File: src/rtl/frontend_command_definition_pkg.sv
// Shared types for the frontend command path: the command word handed from the
// request FIFOs to the issue stage, and the read/write arbiter state encoding.
package frontend_command_definition_pkg;

  typedef struct packed {
    logic [2:0]  bank;
    logic [15:0] row;
    logic [9:0]  col;
    logic [7:0]  id;
    logic        is_write;
  } frontend_command_t;

  typedef enum logic [1:0] {
    READ     = 2'd0,
    TURN_R2W = 2'd1,
    WRITE    = 2'd2,
    TURN_W2R = 2'd3
  } arb_state_t;

  // A zero-cycle turnaround still needs a one-bit counter to hold the value 0.
  function automatic int turn_cnt_width(input int cycles);
    return (cycles > 0) ? $clog2(cycles + 1) : 1;
  endfunction

endpackage

File: src/rtl/cmd_out_stage.sv
// One-entry registered output toward the issue stage. The slot is free when it
// is empty or its current command is being accepted this cycle.
module cmd_out_stage
  import frontend_command_definition_pkg::*;
(
  input  logic              i_clk,
  input  logic              i_rst_n,
  input  logic              load,
  input  frontend_command_t load_data,
  input  logic              ready,
  output frontend_command_t cmd,
  output logic              cmd_valid,
  output logic              free
);

  frontend_command_t cmd_reg;
  logic              valid_reg;

  always_ff @(posedge i_clk or negedge i_rst_n) begin
    if (!i_rst_n) begin
      cmd_reg   <= '0;
      valid_reg <= 1'b0;
    end else if (load) begin
      cmd_reg   <= load_data;
      valid_reg <= 1'b1;
    end else if (ready) begin
      valid_reg <= 1'b0;
    end
  end

  assign cmd       = cmd_reg;
  assign cmd_valid = valid_reg;
  assign free      = !valid_reg || ready;

endmodule

File: src/rtl/rw_request_arbiter.sv
// Chooses between the read and write request FIFOs, gives write flushes
// precedence, and inserts a programmable bus-turnaround gap on direction changes.
module rw_request_arbiter
  import frontend_command_definition_pkg::*;
#(
  parameter int TURNAROUND_CYCLES = 4,
  parameter bit IDLE_WRITE_EN     = 1'b1
) (
  input  logic              i_clk,
  input  logic              i_rst_n,
  input  frontend_command_t i_rd_fifo_data,
  input  logic              i_rd_fifo_empty,
  output logic              o_rd_fifo_rd_en,
  input  frontend_command_t i_wr_fifo_data,
  input  logic              i_wr_fifo_empty,
  input  logic              i_write_flush,
  output logic              o_wr_fifo_rd_en,
  output frontend_command_t o_cmd,
  output logic              o_cmd_valid,
  input  logic              i_cmd_ready,
  output logic              o_write_mode
);

  localparam int CNT_W = turn_cnt_width(TURNAROUND_CYCLES);
  localparam logic [CNT_W-1:0] CNT_LOAD = CNT_W'(TURNAROUND_CYCLES);

  arb_state_t       state_reg, state_next, mode;
  logic [CNT_W-1:0] cnt_reg, cnt_next;
  logic             write_mode_reg;
  logic             free, turn_done, switch_dir, rd_pop, wr_pop;

  assign turn_done = (cnt_reg == '0) && !o_cmd_valid;

  // The cycle a turnaround expires already behaves as the target mode, so the
  // first new-direction pop lands exactly TURNAROUND_CYCLES idle cycles after
  // the last old-direction acceptance.
  always_comb begin
    mode = state_reg;
    if (state_reg == TURN_R2W && turn_done) mode = WRITE;
    if (state_reg == TURN_W2R && turn_done) mode = READ;
  end

  always_comb begin
    state_next = mode;
    cnt_next   = cnt_reg;
    switch_dir = 1'b0;
    rd_pop     = 1'b0;
    wr_pop     = 1'b0;
    case (mode)
      READ: begin
        switch_dir = i_write_flush ||
                     (IDLE_WRITE_EN && i_rd_fifo_empty && !i_wr_fifo_empty);
        rd_pop     = free && !i_rd_fifo_empty && !i_write_flush;
        if (switch_dir) begin
          state_next = TURN_R2W;
          cnt_next   = CNT_LOAD;
        end
      end
      WRITE: begin
        switch_dir = !i_write_flush && (i_wr_fifo_empty || !i_rd_fifo_empty);
        wr_pop     = free && !i_wr_fifo_empty && !switch_dir;
        if (switch_dir) begin
          state_next = TURN_W2R;
          cnt_next   = CNT_LOAD;
        end
      end
      default: begin
        if (!o_cmd_valid && cnt_reg != '0) cnt_next = cnt_reg - CNT_W'(1);
      end
    endcase
  end

  always_ff @(posedge i_clk or negedge i_rst_n) begin
    if (!i_rst_n) begin
      state_reg      <= READ;
      cnt_reg        <= '0;
      write_mode_reg <= 1'b0;
    end else begin
      state_reg      <= state_next;
      cnt_reg        <= cnt_next;
      write_mode_reg <= (state_next == TURN_R2W) || (state_next == WRITE);
    end
  end

  assign o_rd_fifo_rd_en = i_rst_n && rd_pop;
  assign o_wr_fifo_rd_en = i_rst_n && wr_pop;
  assign o_write_mode    = write_mode_reg;

  cmd_out_stage u_out (
    .i_clk     (i_clk),
    .i_rst_n   (i_rst_n),
    .load      (o_rd_fifo_rd_en || o_wr_fifo_rd_en),
    .load_data (o_wr_fifo_rd_en ? i_wr_fifo_data : i_rd_fifo_data),
    .ready     (i_cmd_ready),
    .cmd       (o_cmd),
    .cmd_valid (o_cmd_valid),
    .free      (free)
  );

endmodule

File: config.mk
export PLATFORM = sky130hd
export DESIGN_NAME = rw_request_arbiter
export DESIGN_NICKNAME = d
export VERILOG_FILES = /design/src/rtl/frontend_command_definition_pkg.sv /design/src/rtl/cmd_out_stage.sv /design/src/rtl/rw_request_arbiter.sv
export SDC_FILE = /design/constraint.sdc
export NUM_CORES = 1
export LEC_CHECK = 0
export ABC_AREA = 1
export CORE_MARGIN = 1
export CORE_UTILIZATION = 59
export CTS_BUF_LIST = sky130_fd_sc_hd__clkbuf_4
export DETAILED_ROUTE_END_ITERATION = 8
export DONT_BUFFER_PORTS = 1
export PLACE_DENSITY = 0.83
export SLEW_MARGIN = 40
export SYNTH_ARGS = -nofsm -noshare
export SYNTH_HDL_FRONTEND = slang
export SYNTH_SLANG_ARGS = --single-unit
File: constraint.sdc
create_clock -name i_clk -period 1.64 [get_ports i_clk]
set_input_delay 0.082 -clock i_clk [delete_from_list [all_inputs] [get_ports i_clk]]
set_output_delay 0.082 -clock i_clk [all_outputs]
set_load 0.03 [all_outputs]
== Yosys cells after proc, flatten, opt, wreduce, memory -nomap -nowiden ==
Index checks and enable logic that the tools add are counted.

* $add $sub $neg: 1
* Equal/unequal tests: 7
* Mux-type cells: 14
* Reduce and logical (&&, ||, !) cells: 28

{| class="wikitable"
|+ Operator list
! kind !! count
|-
| 2-to-1 mux 38 bit || 1
|-
| logical AND 1 bit || 12
|-
| 2-to-1 mux 3 bit || 3
|-
| 2-to-1 mux 2 bit || 4
|-
| equality test 2 bit (second input constant) || 3
|-
| one-hot mux 3 bit (2 select lines) || 1
|-
| nonzero test 3 bit || 2
|-
| logical NOT 1 bit || 5
|-
| logical OR 1 bit || 5
|-
| equality test 2 x 1 -> 1 bit (second input constant) || 2
|-
| 2-to-1 mux 1 bit || 4
|-
| inequality test 2 bit (second input constant) || 2
|-
| one-hot mux 2 bit (2 select lines) || 1
|-
| logical NOT 3 bit || 1
|-
| AND reduction 3 bit || 1
|-
| subtractor 3 x 1 -> 3 bit (second input constant) || 1
|-
| logical NOT 2 bit || 1
|-
| nonzero test 2 bit || 1
|}

* Register bits after elaboration: 45
* Bits of input ports: 82
* Output and inout port bits: 42
* Word-level logic and storage cells: 59

== Depth between registers and ports, before layout ==
* Word-level depth: 10
* Mapped depth: 13
* Mapped depth without buffers: 11

== Hierarchy ==
Synthesis repeated with hierarchy kept, for this count alone.

* Cell total of the unflattened synthesis: 343
* Area total of the unflattened synthesis: 2389.8 µm²

{| class="wikitable"
|+ By module, submodules not included
! module !! instances !! cells each !! area an instance (µm²) !! sequential area each (µm²)
|-
| cmd_out_stage || 1 || 165 || 1482.7 || 975.9
|-
| rw_request_arbiter || 1 || 178 || 907.1 || 150.1
|}

== Worst setup path before layout ==
OpenSTA, ideal clock, no wires.

* Path kind: reg2out
* From: register u_out.valid_reg, in the netlist u_out.cmd_valid
* To: output port o_wr_fifo_rd_en
* Arrival time: 1604 ps
* Required time: 1558 ps
* Path slack: -46 ps
* Cell stages (with the launch flop): 10
* Path buffers: 2
* Path through: dfrtp_1 -> nor2_2 -> nand2_1 -> nand2_2 -> inv_2 -> nor2_4 -> nand2_2 -> buf_2 -> buf_4 -> inv_1

* Cells in the longest elaborated chain, start to end: 8
* Elaborated cells between the ends (all ways): 12
* Classes of those cells: eq/ne: 1; mux: 3; reduce/logical: 8

{| class="wikitable"
|+ RTL lines
! what !! line !! text
|-
| start: declaration || cmd_out_stage.sv:17 || <nowiki>logic valid_reg;</nowiki>
|-
| start signal: assignment || cmd_out_stage.sv:22 || <nowiki>valid_reg <= 1'b0;</nowiki>
|-
| start signal: assignment || cmd_out_stage.sv:25 || <nowiki>valid_reg <= 1'b1;</nowiki>
|-
| start signal: assignment || cmd_out_stage.sv:27 || <nowiki>valid_reg <= 1'b0;</nowiki>
|-
| logical NOT 1 bit (*) || cmd_out_stage.sv:33, rw_request_arbiter.sv:32 ||
|-
| logical AND 1 bit || rw_request_arbiter.sv:32 || <nowiki>assign turn_done = (cnt_reg == '0) && !o_cmd_valid;</nowiki>
|-
| logical AND 1 bit || rw_request_arbiter.sv:39 || <nowiki>if (state_reg == TURN_R2W && turn_done) mode = WRITE;</nowiki>
|-
| 2-to-1 mux 2 bit || rw_request_arbiter.sv:39 ||
|-
| 2-to-1 mux 2 bit || rw_request_arbiter.sv:40 || <nowiki>if (state_reg == TURN_W2R && turn_done) mode = READ;</nowiki>
|-
| equality test 2 bit || rw_request_arbiter.sv:49 || <nowiki>case (mode)</nowiki>
|-
| 2-to-1 mux 1 bit (*) || rw_request_arbiter.sv:49 ||
|-
| logical AND 1 bit (*) || rw_request_arbiter.sv:86 || <nowiki>assign o_wr_fifo_rd_en = i_rst_n && wr_pop;</nowiki>
|-
| end: declaration || rw_request_arbiter.sv:17 || <nowiki>output logic o_wr_fifo_rd_en,</nowiki>
|}

Mark *: on every way between the ends. The rest lies on a longest branch, timed or not.

== Final worst setup path ==
* From: register cnt_reg[1]
* To: output port o_wr_fifo_rd_en

* Cells in the longest elaborated chain, start to end: 8
* Elaborated cells between the ends (all ways): 9
* Classes of those cells: eq/ne: 1; mux: 3; reduce/logical: 5

{| class="wikitable"
|+ RTL lines
! what !! line !! text
|-
| start: declaration || rw_request_arbiter.sv:28 || <nowiki>logic [CNT_W-1:0] cnt_reg, cnt_next;</nowiki>
|-
| start signal: assignment || rw_request_arbiter.sv:80 || <nowiki>cnt_reg <= cnt_next;</nowiki>
|-
| logical NOT 3 bit (*) || rw_request_arbiter.sv:32 ||
|-
| logical AND 1 bit (*) || rw_request_arbiter.sv:32 ||
|-
| logical AND 1 bit || rw_request_arbiter.sv:39 ||
|-
| 2-to-1 mux 2 bit || rw_request_arbiter.sv:39 ||
|-
| 2-to-1 mux 2 bit (*) || rw_request_arbiter.sv:40 ||
|-
| equality test 2 bit (*) || rw_request_arbiter.sv:49 ||
|-
| 2-to-1 mux 1 bit (*) || rw_request_arbiter.sv:49 ||
|-
| logical AND 1 bit (*) || rw_request_arbiter.sv:86 ||
|}

Marks and branches as above.

==> results <==
- The share of the Yosys chip area taken by registers is 44.2%.
- The max-capacitance violation count is 0.
- Clock tree synthesis selected as its root buffer the cell sky130_fd_sc_hd__clkbuf_4.
- The largest net degree at the start of global routing is 46.
- The die span in x is 67.7 um.
- The number of cells on the worst reg-to-reg path is 13.
- The area of the core is 0.00409 mm2.
- The number of buffers between clock root and the deepest sink is 2.
- The synthesis-to-layout area growth is 46.0%.
- The final clock skew is 0.00906 ns.
- Synthesis instantiated 18 different standard cells from the library.
- The area of all placed cells without fillers is 0.00372 mm2.
- IR analysis of the VDD net gives a maximum drop of 1100 uV.
- Detailed placement finished with a half-perimeter wire length of 4000 um.
- Across all register-to-register paths, the minimum setup slack is -0.16 ns.
- The starting density of the core is 62.4%.
- The total grt overflow is 0.
- The congestion estimate from routability-driven global placement came to 0.874.
- After floorplanning, the core was divided into 23 placement rows.
- During synthesis, Yosys emitted a total of 0 warnings.
- The total clock buffers created by CTS is 5.
- The worst path uses 110% of the clock period.
- The clock net in this run drives a total of 45 sinks.
- Walking the worst path, the cells encountered are inv_2 > ha_4 > nand2_2 > nand2_2 > inv_2 > nor2_4 > nand2_4 > buf_12 > clkinvlp_4 > buf_6.
- The global-route wire length before repair is 12300 um.
- The design draws 5850 uW.
- At the end of the flow, the number of nets in the layout was 521.
- The top-level port count is 124.
- The count of endpoints failing hold in the final timing report is 0.
- Cells with a size suffix above 1 make up 13.2% of the layout.
- Synthesis produced a netlist with a net count of 430.
- The post-detailed-route DRC marker count is 0.
- The total of fill cells in the finished design is 179.
- Based on the critical path, the design can be clocked at up to 552 MHz.
- The minimum clock period after layout is 1.81 ns.
- Power spread over the standard cell area amounts to 1570 mW/mm2.
- The clock transition at the registers of the reported paths is 0.13 ns.
- The slew at the pin with the worst max-slew slack is 0.402 ns.
- The critical path in this run is classified as reg2out.
- The checks that failed: negative setup slack.
- The launching element type of the critical path is a flip-flop.
- The detailed router placed 2855 vias in this run.
- The first routing iteration left 242 violations.
- Each instance of the synthesized netlist takes up on average 7.37 um2.
- Counting buffers and inverters, the worst setup path is 10 cells deep.
- The register with the most flip-flops in the layout has 38 of them.
- The post-detailed-routing wire length is 9410 um.
- The run finished, with violations left.
- During placement, the flow inserted port buffers numbering 0.
- The setup violation total in the final timing report is 40.
- The data required time of the critical path is 1.56 ns.
- The cell count after synthesis is 346.
- The H-tree was split into 2 levels.
- The per-cell via count in the routed design is 5.84.
- The die is 67.7 um tall.
- The cell depth of the worst hold path is 3.
- After detailed routing, the average wire length per cell comes to 19.2 um.
- The total iterations of the first detailed-routing run is 5.
- The launch point of the worst reg-to-reg path is cnt_reg[1].
- The initial antenna violation count was 1.
- The slowest stage of the critical path belongs to the cell sky130_fd_sc_hd__dfrtp_1.
- Synthesis inferred 45 register bits.
- The mapped netlist covers 0.00255 mm2.
- In this run the remaining antenna-violating nets after routing total 0.
- The global router's overall resource usage is 37.4%.
- The later pin in the worst-skew pair is clocked with a latency of 0.35 ns.
- The data arrival time of the critical path is 1.73 ns.
- The die covers 0.00459 mm2.
- The number of buffers and inverters on the critical path is 5.
- Setup repair after global routing could not meet its margin everywhere.
- Once placement finished, the instance area stood at 0.00263 mm2.
- In this run the critical register-to-register path is captured at u_out.cmd[15].
- The worst pin sits at a relative slew slack of 73.2%.
- The type of the tightest min-delay check is in2reg.
- STA classifies the critical path endpoint as a primary output.
- For hold timing, the worst endpoint is o_write_mode.
- The number of global-route vias before repair is 2679.
- In this run the worst path has a maximum fanout of 3.
- The hold path startpoint is i_wr_fifo_empty.
- The sequential cells in the finished layout cover a total of 0.00113 mm2.
- The area of the multi-input gates is 0.00118 mm2.
- The final worst slack is -0.171 ns.
- The largest stage delay on the critical path is 0.41 ns.
- The top cell family by delay on the critical path is buffers and inverters.
- The number of max-slew violations in the final report is 0.
- The leakage power total is 0.00199 uW.
- The clock tree from TritonCTS is yes.
synth_stat cells, drive strengths merged:
master | n | area [um2]
xnor2 | 1 | 8.76
nand2 | 136 | 518
nor2 | 6 | 32.5
nand3 | 45 | 225
dfrtp | 45 | 1130
inv | 49 | 184
clkbuf | 5 | 18.8
nand3b | 38 | 285
ha | 2 | 25.0
buf | 15 | 104
nand4 | 2 | 12.5
o21ai | 2 | 10.0
worst reg2reg max path, cell delays in order (launching register included):
cell and delay [ns]:
sky130_fd_sc_hd__dfrtp_1 0.41, sky130_fd_sc_hd__inv_2 0.09, sky130_fd_sc_hd__ha_4 0.16, sky130_fd_sc_hd__nand2_2 0.05, sky130_fd_sc_hd__nand2_2 0.09, sky130_fd_sc_hd__inv_2 0.06
sky130_fd_sc_hd__nor2_4 0.13, sky130_fd_sc_hd__nand2_4 0.09, sky130_fd_sc_hd__buf_4 0.15, sky130_fd_sc_hd__nand2_4 0.09, sky130_fd_sc_hd__inv_4 0.07, sky130_fd_sc_hd__clkbuf_16 0.17
sky130_fd_sc_hd__nand2_1 0.07, sky130_fd_sc_hd__nand2_1 0.09
per-layer routing:
metal / track usage, % / vias to the layer above / wire length [um]
met5: 0 / - / 0
met4: 18.6 / 0 / 468
met3: 9.29 / 44 / 966
met2: 65.6 / 227 / 4700
met1: 41.6 / 1337 / 3280
li1: - / 1247 / -
worst max path at each step:
| stage | start | end | slack (ns) |
|---|---|---|---|
| final | cnt_reg[1] | o_wr_fifo_rd_en | -0.17 |
| after global routing | cnt_reg[1] | o_wr_fifo_rd_en | -0.26 |
| after CTS | cnt_reg[1] | o_wr_fifo_rd_en | -0.11 |
| after detailed placement | cnt_reg[0] | u_out.cmd[23] | -0.08 |
| after global placement | cnt_reg[1] | u_out.cmd[16] | -0.02 |
| after floorplan | cnt_reg[0] | u_out.cmd[10] | 0.01 |
final cells by class:
type / count / area share, %
tap: 50 / 1.68
timing repair buffer: 104 / 29.4
inverter: 49 / 5.11
clock buffer: 8 / 1.61
sequential: 45 / 30.3
antenna: 1 / 0.0672
multi-input combinational: 232 / 31.8
cells by family (layout without fill, tap and decap cells):
kind of cell / Yosys count / in the layout / share of synthesized area, %
other cells: 0 / 1 / 0
simple gates: 227 / 227 / 42.1
xor+xnor: 1 / 1 / 0.344
compound gates: 2 / 2 / 0.393
buf+inv: 69 / 161 / 12.0
flops: 45 / 45 / 44.2
fa+ha+maj: 2 / 2 / 0.981
placed cells by master, fill, tap and decap left out, drive strengths merged:
cell type    instances
buf                 24
bufbuf               1
clkbuf               9
clkinvlp             1
dfrtp               45
diode                1
dlygate4sd3         78
ha                   2
inv                 48
nand2              136
nand3               45
nand3b              38
nand4                2
nor2                 6
o21ai                2
xnor2                1
power by group:
group,total [uW],internal (uW),leakage [uW],switching [uW]
Clock,559,221,0.0000368,338
Combinational,2430,985,0.00139,1450
Sequential,2860,1590,0.000565,1270
Total,5850,2800,0.00199,3050
timing repair:
item                                   CTS  global route
setup endpoints to repair               40            44
endpoints found under the hold margin   84             0
gates cloned                             1             1
buffers inserted                         9             1
resized for setup                       12            14
hold buffers                            79             0
pin swaps                                4             2
metrics by stage:
step	worst slack (ns)	utilization [%]	setup TNS, ns	cells	hold slack, ns
2_1_floorplan	0.0112	-	0	346	-0.214
3_3_place_gp	-0.0229	64.4	-0.0841	389	-0.212
3_5_place_dp	-0.0750	64.4	-1.80	389	-0.213
4_1_cts	-0.114	89.0	-1.97	486	0.0426
5_1_grt	-0.256	91.1	-8.04	489	0.124
6_report	-0.171	91.1	-4.60	489	0.0751
Power figures use the tool's default switching activity.
